$ cat src/rtl/mem_arbiter.sv
`default_nettype none
// ============================================================================
// Module   : mem_arbiter
// Purpose  : Three-way arbiter for the single-port program/data memory.
//            One fixed-latency memory transaction per grant, then a one-cycle ack.
// Revision : 1.0
// ============================================================================
module mem_arbiter #(
    parameter int ADDR_W      = 16,
    parameter int DATA_W      = 16,
    parameter int MEM_LATENCY = 1,
    parameter int LOADER_PRIO = 1
) (
    input  logic              clk,
    input  logic              rst,
    input  logic              ld_req,
    input  logic              ld_we,
    input  logic [ADDR_W-1:0] ld_addr,
    input  logic [DATA_W-1:0] ld_wdata,
    output logic              ld_ack,
    input  logic              dat_req,
    input  logic              dat_we,
    input  logic [ADDR_W-1:0] dat_addr,
    input  logic [DATA_W-1:0] dat_wdata,
    output logic              dat_ack,
    input  logic              fet_req,
    input  logic [ADDR_W-1:0] fet_addr,
    output logic              fet_ack,
    output logic [DATA_W-1:0] rdata,
    output logic              busy,
    output logic [1:0]        gnt_id,
    output logic              mem_en,
    output logic              mem_we,
    output logic [ADDR_W-1:0] mem_addr,
    output logic [DATA_W-1:0] mem_wdata,
    input  logic [DATA_W-1:0] mem_rdata
);

    typedef enum logic [1:0] {
        S_IDLE  = 2'd0,
        S_ISSUE = 2'd1,
        S_WAIT  = 2'd2,
        S_RESP  = 2'd3
    } state_t;

    state_t      r_state;
    logic [3:0]  r_cnt;
    logic [1:0]  r_last;
    logic        r_we;

    logic [3:0]        w_req;
    logic              w_any;
    logic [1:0]        w_win;
    logic              w_found;
    logic              w_we;
    logic [ADDR_W-1:0] w_addr;
    logic [DATA_W-1:0] w_wdata;

    // k-th candidate in round-robin order, starting just after 'last'
    function automatic logic [1:0] rr_pick(input logic [1:0] last, input logic [1:0] k);
        logic [2:0] s;
        s = {1'b0, last} + 3'd1 + {1'b0, k};
        return (s >= 3'd3) ? 2'(s - 3'd3) : s[1:0];
    endfunction

    assign w_req = {1'b0, fet_req, dat_req, ld_req};
    assign w_any = |w_req;

    always_comb begin
        w_win   = 2'd0;
        w_found = 1'b0;
        for (int k = 0; k < 3; k++) begin
            if (!w_found && w_req[rr_pick(r_last, 2'(k))]) begin
                w_win   = rr_pick(r_last, 2'(k));
                w_found = 1'b1;
            end
        end
        if (LOADER_PRIO != 0 && ld_req) begin
            w_win = 2'd0;
        end
    end

    always_comb begin
        w_we    = 1'b0;
        w_addr  = fet_addr;
        w_wdata = '0;
        case (w_win)
            2'd0: begin
                w_we    = ld_we;
                w_addr  = ld_addr;
                w_wdata = ld_wdata;
            end
            2'd1: begin
                w_we    = dat_we;
                w_addr  = dat_addr;
                w_wdata = dat_wdata;
            end
            default: ;
        endcase
    end

    always_ff @(posedge clk) begin
        if (rst) begin
            r_state   <= S_IDLE;
            r_cnt     <= 4'd0;
            r_last    <= 2'd2;
            r_we      <= 1'b0;
            ld_ack    <= 1'b0;
            dat_ack   <= 1'b0;
            fet_ack   <= 1'b0;
            rdata     <= '0;
            busy      <= 1'b0;
            gnt_id    <= 2'd3;
            mem_en    <= 1'b0;
            mem_we    <= 1'b0;
            mem_addr  <= '0;
            mem_wdata <= '0;
        end else begin
            ld_ack  <= 1'b0;
            dat_ack <= 1'b0;
            fet_ack <= 1'b0;
            mem_en  <= 1'b0;
            mem_we  <= 1'b0;
            case (r_state)
                S_IDLE: begin
                    if (w_any) begin
                        gnt_id    <= w_win;
                        mem_addr  <= w_addr;
                        mem_wdata <= w_wdata;
                        r_we      <= w_we;
                        mem_en    <= 1'b1;
                        mem_we    <= w_we;
                        busy      <= 1'b1;
                        r_state   <= S_ISSUE;
                    end
                end
                S_ISSUE: begin
                    r_cnt   <= 4'(MEM_LATENCY);
                    r_state <= S_WAIT;
                end
                S_WAIT: begin
                    r_cnt <= r_cnt - 4'd1;
                    // memory data is valid exactly in the last wait cycle
                    if (r_cnt == 4'd1) begin
                        if (!r_we) begin
                            rdata <= mem_rdata;
                        end
                        case (gnt_id)
                            2'd0:    ld_ack  <= 1'b1;
                            2'd1:    dat_ack <= 1'b1;
                            2'd2:    fet_ack <= 1'b1;
                            default: ;
                        endcase
                        r_state <= S_RESP;
                    end
                end
                S_RESP: begin
                    busy    <= 1'b0;
                    r_last  <= gnt_id;
                    r_state <= S_IDLE;
                end
                default: r_state <= S_IDLE;
            endcase
        end
    end

endmodule
`default_nettype wire
$ cat config.mk
export PLATFORM = sky130hd
export DESIGN_NAME = mem_arbiter
export DESIGN_NICKNAME = d
export VERILOG_FILES = /design/src/rtl/mem_arbiter.sv
export SDC_FILE = /design/constraint.sdc
export NUM_CORES = 1
export LEC_CHECK = 0
export ABC_AREA = 1
export CAP_MARGIN = 25
export CORE_MARGIN = 2
export CORE_UTILIZATION = 25
export DETAILED_ROUTE_END_ITERATION = 8
export HOLD_SLACK_MARGIN = 0.15
export PLACE_DENSITY = 0.61
export SETUP_SLACK_MARGIN = 0.3
export SYNTH_ARGS = -nofsm -noshare
export SYNTH_HDL_FRONTEND = slang
export SYNTH_SLANG_ARGS = --single-unit
export TNS_END_PERCENT = 5
$ cat constraint.sdc
create_clock -name clk -period 3.95 [get_ports clk]
set_input_delay 0.395 -clock clk [delete_from_list [all_inputs] [get_ports clk]]
set_output_delay 0.395 -clock clk [all_outputs]
set_load 0.05 [all_outputs]
-- Word level (Yosys, flattened, before mapping)
Cells that the tools add are included.
- bits in registers: 65
- output and inout port bits: 56
- $add $sub $neg: 7
- $lt $le $gt $ge: 6
- equal/unequal tests: 9
- multiplexer cells: 28
- bitwise gates (word level): 5
- reduce and logical (&&, ||, !) cells: 17
- operators by type and width (operator ; count):
    $pmux 16 s2 ; 2
    $mux 2 ; 9
    $mux 1 ; 10
    $ge 3x2->1 const B ; 3
    $lt 2x3->1 const B ; 3
    $reduce_or 3->1 ; 3
    $pmux 2 s4 ; 1
    $pmux 4 s2 ; 1
    $bmux 1 s2 ; 3
    $eq 2x1->1 const B ; 3
    $eq 2x2->1 const B ; 3
    $logic_not 2->1 ; 3
    $reduce_and 2->1 ; 3
    $sub 2x2->2 const B ; 3
    $not 1->1 ; 5
    $eq 4x1->1 const B ; 1
    $ne 2x2->1 const B ; 2
    $pmux 1 s2 ; 2
    $reduce_bool 2->1 ; 2
    $sub 4x1->4 const B ; 1
    $add 2x1->3 const B ; 1
    $add 3x1->3 const B ; 1
    $add 3x2->3 const B ; 1
    $reduce_and 3->1 ; 1
    other kinds (3) ; 5

-- Depth between registers and ports, before layout
- depth after elaboration: 15
- mapped depth: 15
- gate-level depth less buffers: 14

-- Least setup slack after synthesis
No wires, ideal clock.
- path kind: register to register
- from: reg r_last[0]
- to: reg mem_addr[10]
- library setup time: 0.118 ns
- data arrival time: 1.944 ns
- slack: 1.888 ns
- cell stages (with the launch flop): 16
- period minus slack after synthesis: 2.062 ns
- cells stage by stage: dfxtp_1 > inv_1 > ha_1 > inv_2 > nand2_1 > nand3_1 > nand2_1 > nand2_1 > nor2_2 > a21oi_4 > nand2_4 > buf_6 > nand3_1 > nand2_1 > nor2_1 > nor2_1
- cells in the longest elaborated chain, start to end: 15
- elaborated cells on any way between the ends: 31
- classes of those cells: 6 x add/sub; 3 x order compare; 1 x eq/ne; 16 x mux; 5 x reduce/logical
- RTL lines (item ; RTL line ; text):
    start: declaration ; 48 ; logic [1:0] r_last;
    start signal: assignment ; 159 ; r_last <= gnt_id;
    $add 2x1->3 * ; 62 ; s = {1'b0, last} + 3'd1 + {1'b0, k};
    parallel branches: the longest is 10 deep, another holds $add 3x1->3 ; n/a ;
    $mux 2 * ; 73 ; if (!w_found && w_req[rr_pick(r_last, 2'(k))]) begin
    $mux 2 * ; 78 ; if (LOADER_PRIO != 0 && ld_req) begin
    $eq 2x1->1 or $logic_not 2->1 (tied branches) ; 87 ; case (w_win)
    $pmux 16 s2 * ; 87 ;
    end signal: assignment ; 128 ; mem_addr <= w_addr;
    end: declaration ; 34 ; output logic [ADDR_W-1:0] mem_addr,
Mark *: on every way between the ends. The select of a mux whose other input is x is not followed.
A chain may end at the register's enable or synchronous reset.

-- Final worst setup path
- from: reg r_last[0]
- to: reg mem_addr[8]
The elaborated chain is that of the path after synthesis.

==> results.yml <==
grt:
  overflow: 0
  grt_pass1_wl_um: 17900
  antenna_found_initial: 2
  grt_pass1_vias: 3694
  grtUsageTotal: 0.160
  grt_max_degree: 49
worst_setup_path:
  critPathMaxStageDelay_ns: 0.43
  critPathRequiredTime_ns: 4.17
  cp_slowest_cell: "nand3_2"
  cp_max_fo: 27
  crit_arrival_ns: 3.14
  path_class: "flop to flop"
  cp-end-kind: "flop"
  cp_cell_sequence: "inv_1 -> ha_1 -> inv_2 -> nand2_1 -> nand3_1 -> inv_1 -> nor2_1 -> nand3_1 -> nand2_1 -> nand3_2 -> buf_4 -> nand3_1 -> nand2_1 -> nor2_1 -> nor2_1"
  startpoint_type: "flop"
drt:
  wire_per_inst_um: 13.7
  drt_pass1_iterations: 4
  drtAntennaViolNets: 0
  vias: 3669
  wl_um: 11100
  drcViolationCount: 0
  drtIter0Drc: 132
  routed_via_density: 4.54
power_and_ir_drop:
  switching_share: 0.484
  cell_internal_pwr_mw: 2.16
  ir_drop_v: 0.000368
  p_seq_frac: 0.244
  switchingPower_mw: 2.02
  power_frac_clock: 0.189
  fin_total_pwr_mw: 4.18
  power_leakage_nw: 2.34
  p_comb_frac: 0.568
  powerDensity_mw_per_mm2: 793
cts:
  cts_tree: "yes"
  clkTransAtPathRegs_ns: 0.06
  cts_buffer_depth: 2
  post_cts_buffers: 0
  h-tree-depth: 3
  hold_buffers: 0
  clk_latency_ns: 0.33
  cts_sinks: 65
  clockRootBuffer: "clkbuf_16"
  cts_buffers: 9
  cts_resized: 0
synth:
  async_flop_share: 0
  synth_top_family_by_area: "simple AND/OR/NAND/NOR gates"
  synth_simple_gate_area_frac: 0.298
  synthMuxAreaShare: 0
  synth_compound_area_frac: 0.156
  synth_seq_area_share: 0.396
  ys.flop_type: "dfxtp_1"
  synthXorXnorAreaFrac: 0.00267
  avgSynthCellArea_sq_um: 6.78
  synthAdderAreaFrac: 0.0343
  synth_edf_count: 0
  syn-instance-count: 484
  synth.net_count: 596
  syn_area_sq_mm: 0.00328
  synth_seq_cells: 65
  ys_warn_count: 0
  synth_cell_types: 24
place:
  dp.cells: 791
  numPortBuffers: 158
  placed_cell_area_sq_mm: 0.00498
  dp_hpwl_um: 7910
  post-place-ws_ns: 1.07
  gp_congestion: 0.818
timing:
  min_period_ns: 2.92
  max_freq_mhz: 342
  worstMarginPinSlew_ns: 0.876
  tns_ns: 0
  layout_worst_path_cycle_share: 0.739
  fin_skew_ns: 0.00632
  relSlewSlack: 0.415
  fin_ws_ns: 1.03
  setup_viol: 0
  hold_ws_ns: 0.463
  drv_slew: 0
  hold_violations: 0
  rsz0062_at_grt: "false"
finish:
  layout_common_cells: "clkdlybuf4s50_1, nand3_1, nor2_1, o21ai_0, dfxtp_1"
  final_area_sq_mm: 0.00527
  final_common_cell: "clkdlybuf4s50_1"
  final_util: 0.414
  drive_gt1_frac: 0.0441
  fin_nets: 742
  stdcell_count: 808
  area_growth_pct: 60.5
die:
  die_h_um: 119
  die_w_um: 119
  rows: 41
  core-area_sq_mm: 0.0127
  io_pins: 159
  start_util: 0.258
  die-area_sq_mm: 0.0141
status:
  outcome: "completed"
worst_hold_path:
  timing.hold.worst.class: "flop to flop"
job:
  timing.max_cap.violations: 0
==> path summary, 6_finish.rpt <==
path | startpoint | end | slack, ns | cells after the start
hold / removal | r_cnt[1] | r_cnt[1] | 0.46 | 2
hold reg to reg | r_cnt[1] | r_cnt[1] | 0.46 | 2
setup / recovery | r_last[0] | mem_addr[8] | 1.03 | 15
setup reg to reg | r_last[0] | mem_addr[8] | 1.03 | 15
==> synth_stat cells (all sizes together) (6+ instances only) <==
library cell / number / area, sq um
nand3: 81 / 415
nor2: 78 / 295
o21ai: 72 / 360
dfxtp: 65 / 1300
nand2: 58 / 225
inv: 56 / 210
a21oi: 24 / 131
buf: 17 / 115
clkbuf: 12 / 45.0
ha: 9 / 113
nor3: 6 / 30.0
==> power groups by stage <==
stage	sequential, mW	clock [mW]	combinational, mW
after floorplan	1.71	0	0.958
after global placement	1.02	0	2.34
after detailed placement	1.03	0	2.37
after CTS	1.02	0.815	2.38
after global routing	1.05	0.842	2.57
final	1.02	0.788	2.37
==> cell families (layout without fill, tap and decap cells) <==
logic type,after synthesis,count (layout)
buffers and inverters,85,236
flip-flops,65,65
other,0,1
XOR/XNOR,1,1
AND/OR/NAND/NOR,225,225
adder cells (fa/ha/maj),9,9
AO/OA/AOI/OAI,99,99
==> registers in the layout, indices dropped and copies added (netlist names), 2 cells and up <==
name,cells
gnt_id,2
mem_addr,16
mem_wdata,16
r_cnt,4
r_last,2
r_state,2
rdata,16
==> layout make-up <==
class                      instances  area [sq um]
sequential                        65          1300
clock buffer                      13           250
multi-input combinational        334          1620
timing repair buffer             164          1630
clock inverter                     3          40.0
antenna                            1          2.50
inverter                          56           210
tap                              172           215
fill                            1377          7450
==> worst max-delay path: cells and delay by family (launching register included) <==
family,cells,cell delay [ns]
fa+ha+maj,1,0.42
buf+inv,4,0.78
flops,1,0.37
simple gates,10,1.22
==> metal layers <==
metal	track usage	up-vias	wire length (um)
met1	0.181	1657	4690
met2	0.271	131	5320
li1	-	1865	-
met4	0.0558	2	127
met3	0.0632	14	904
met5	0	-	13
Note: power is estimated with default switching activity, not from simulation.
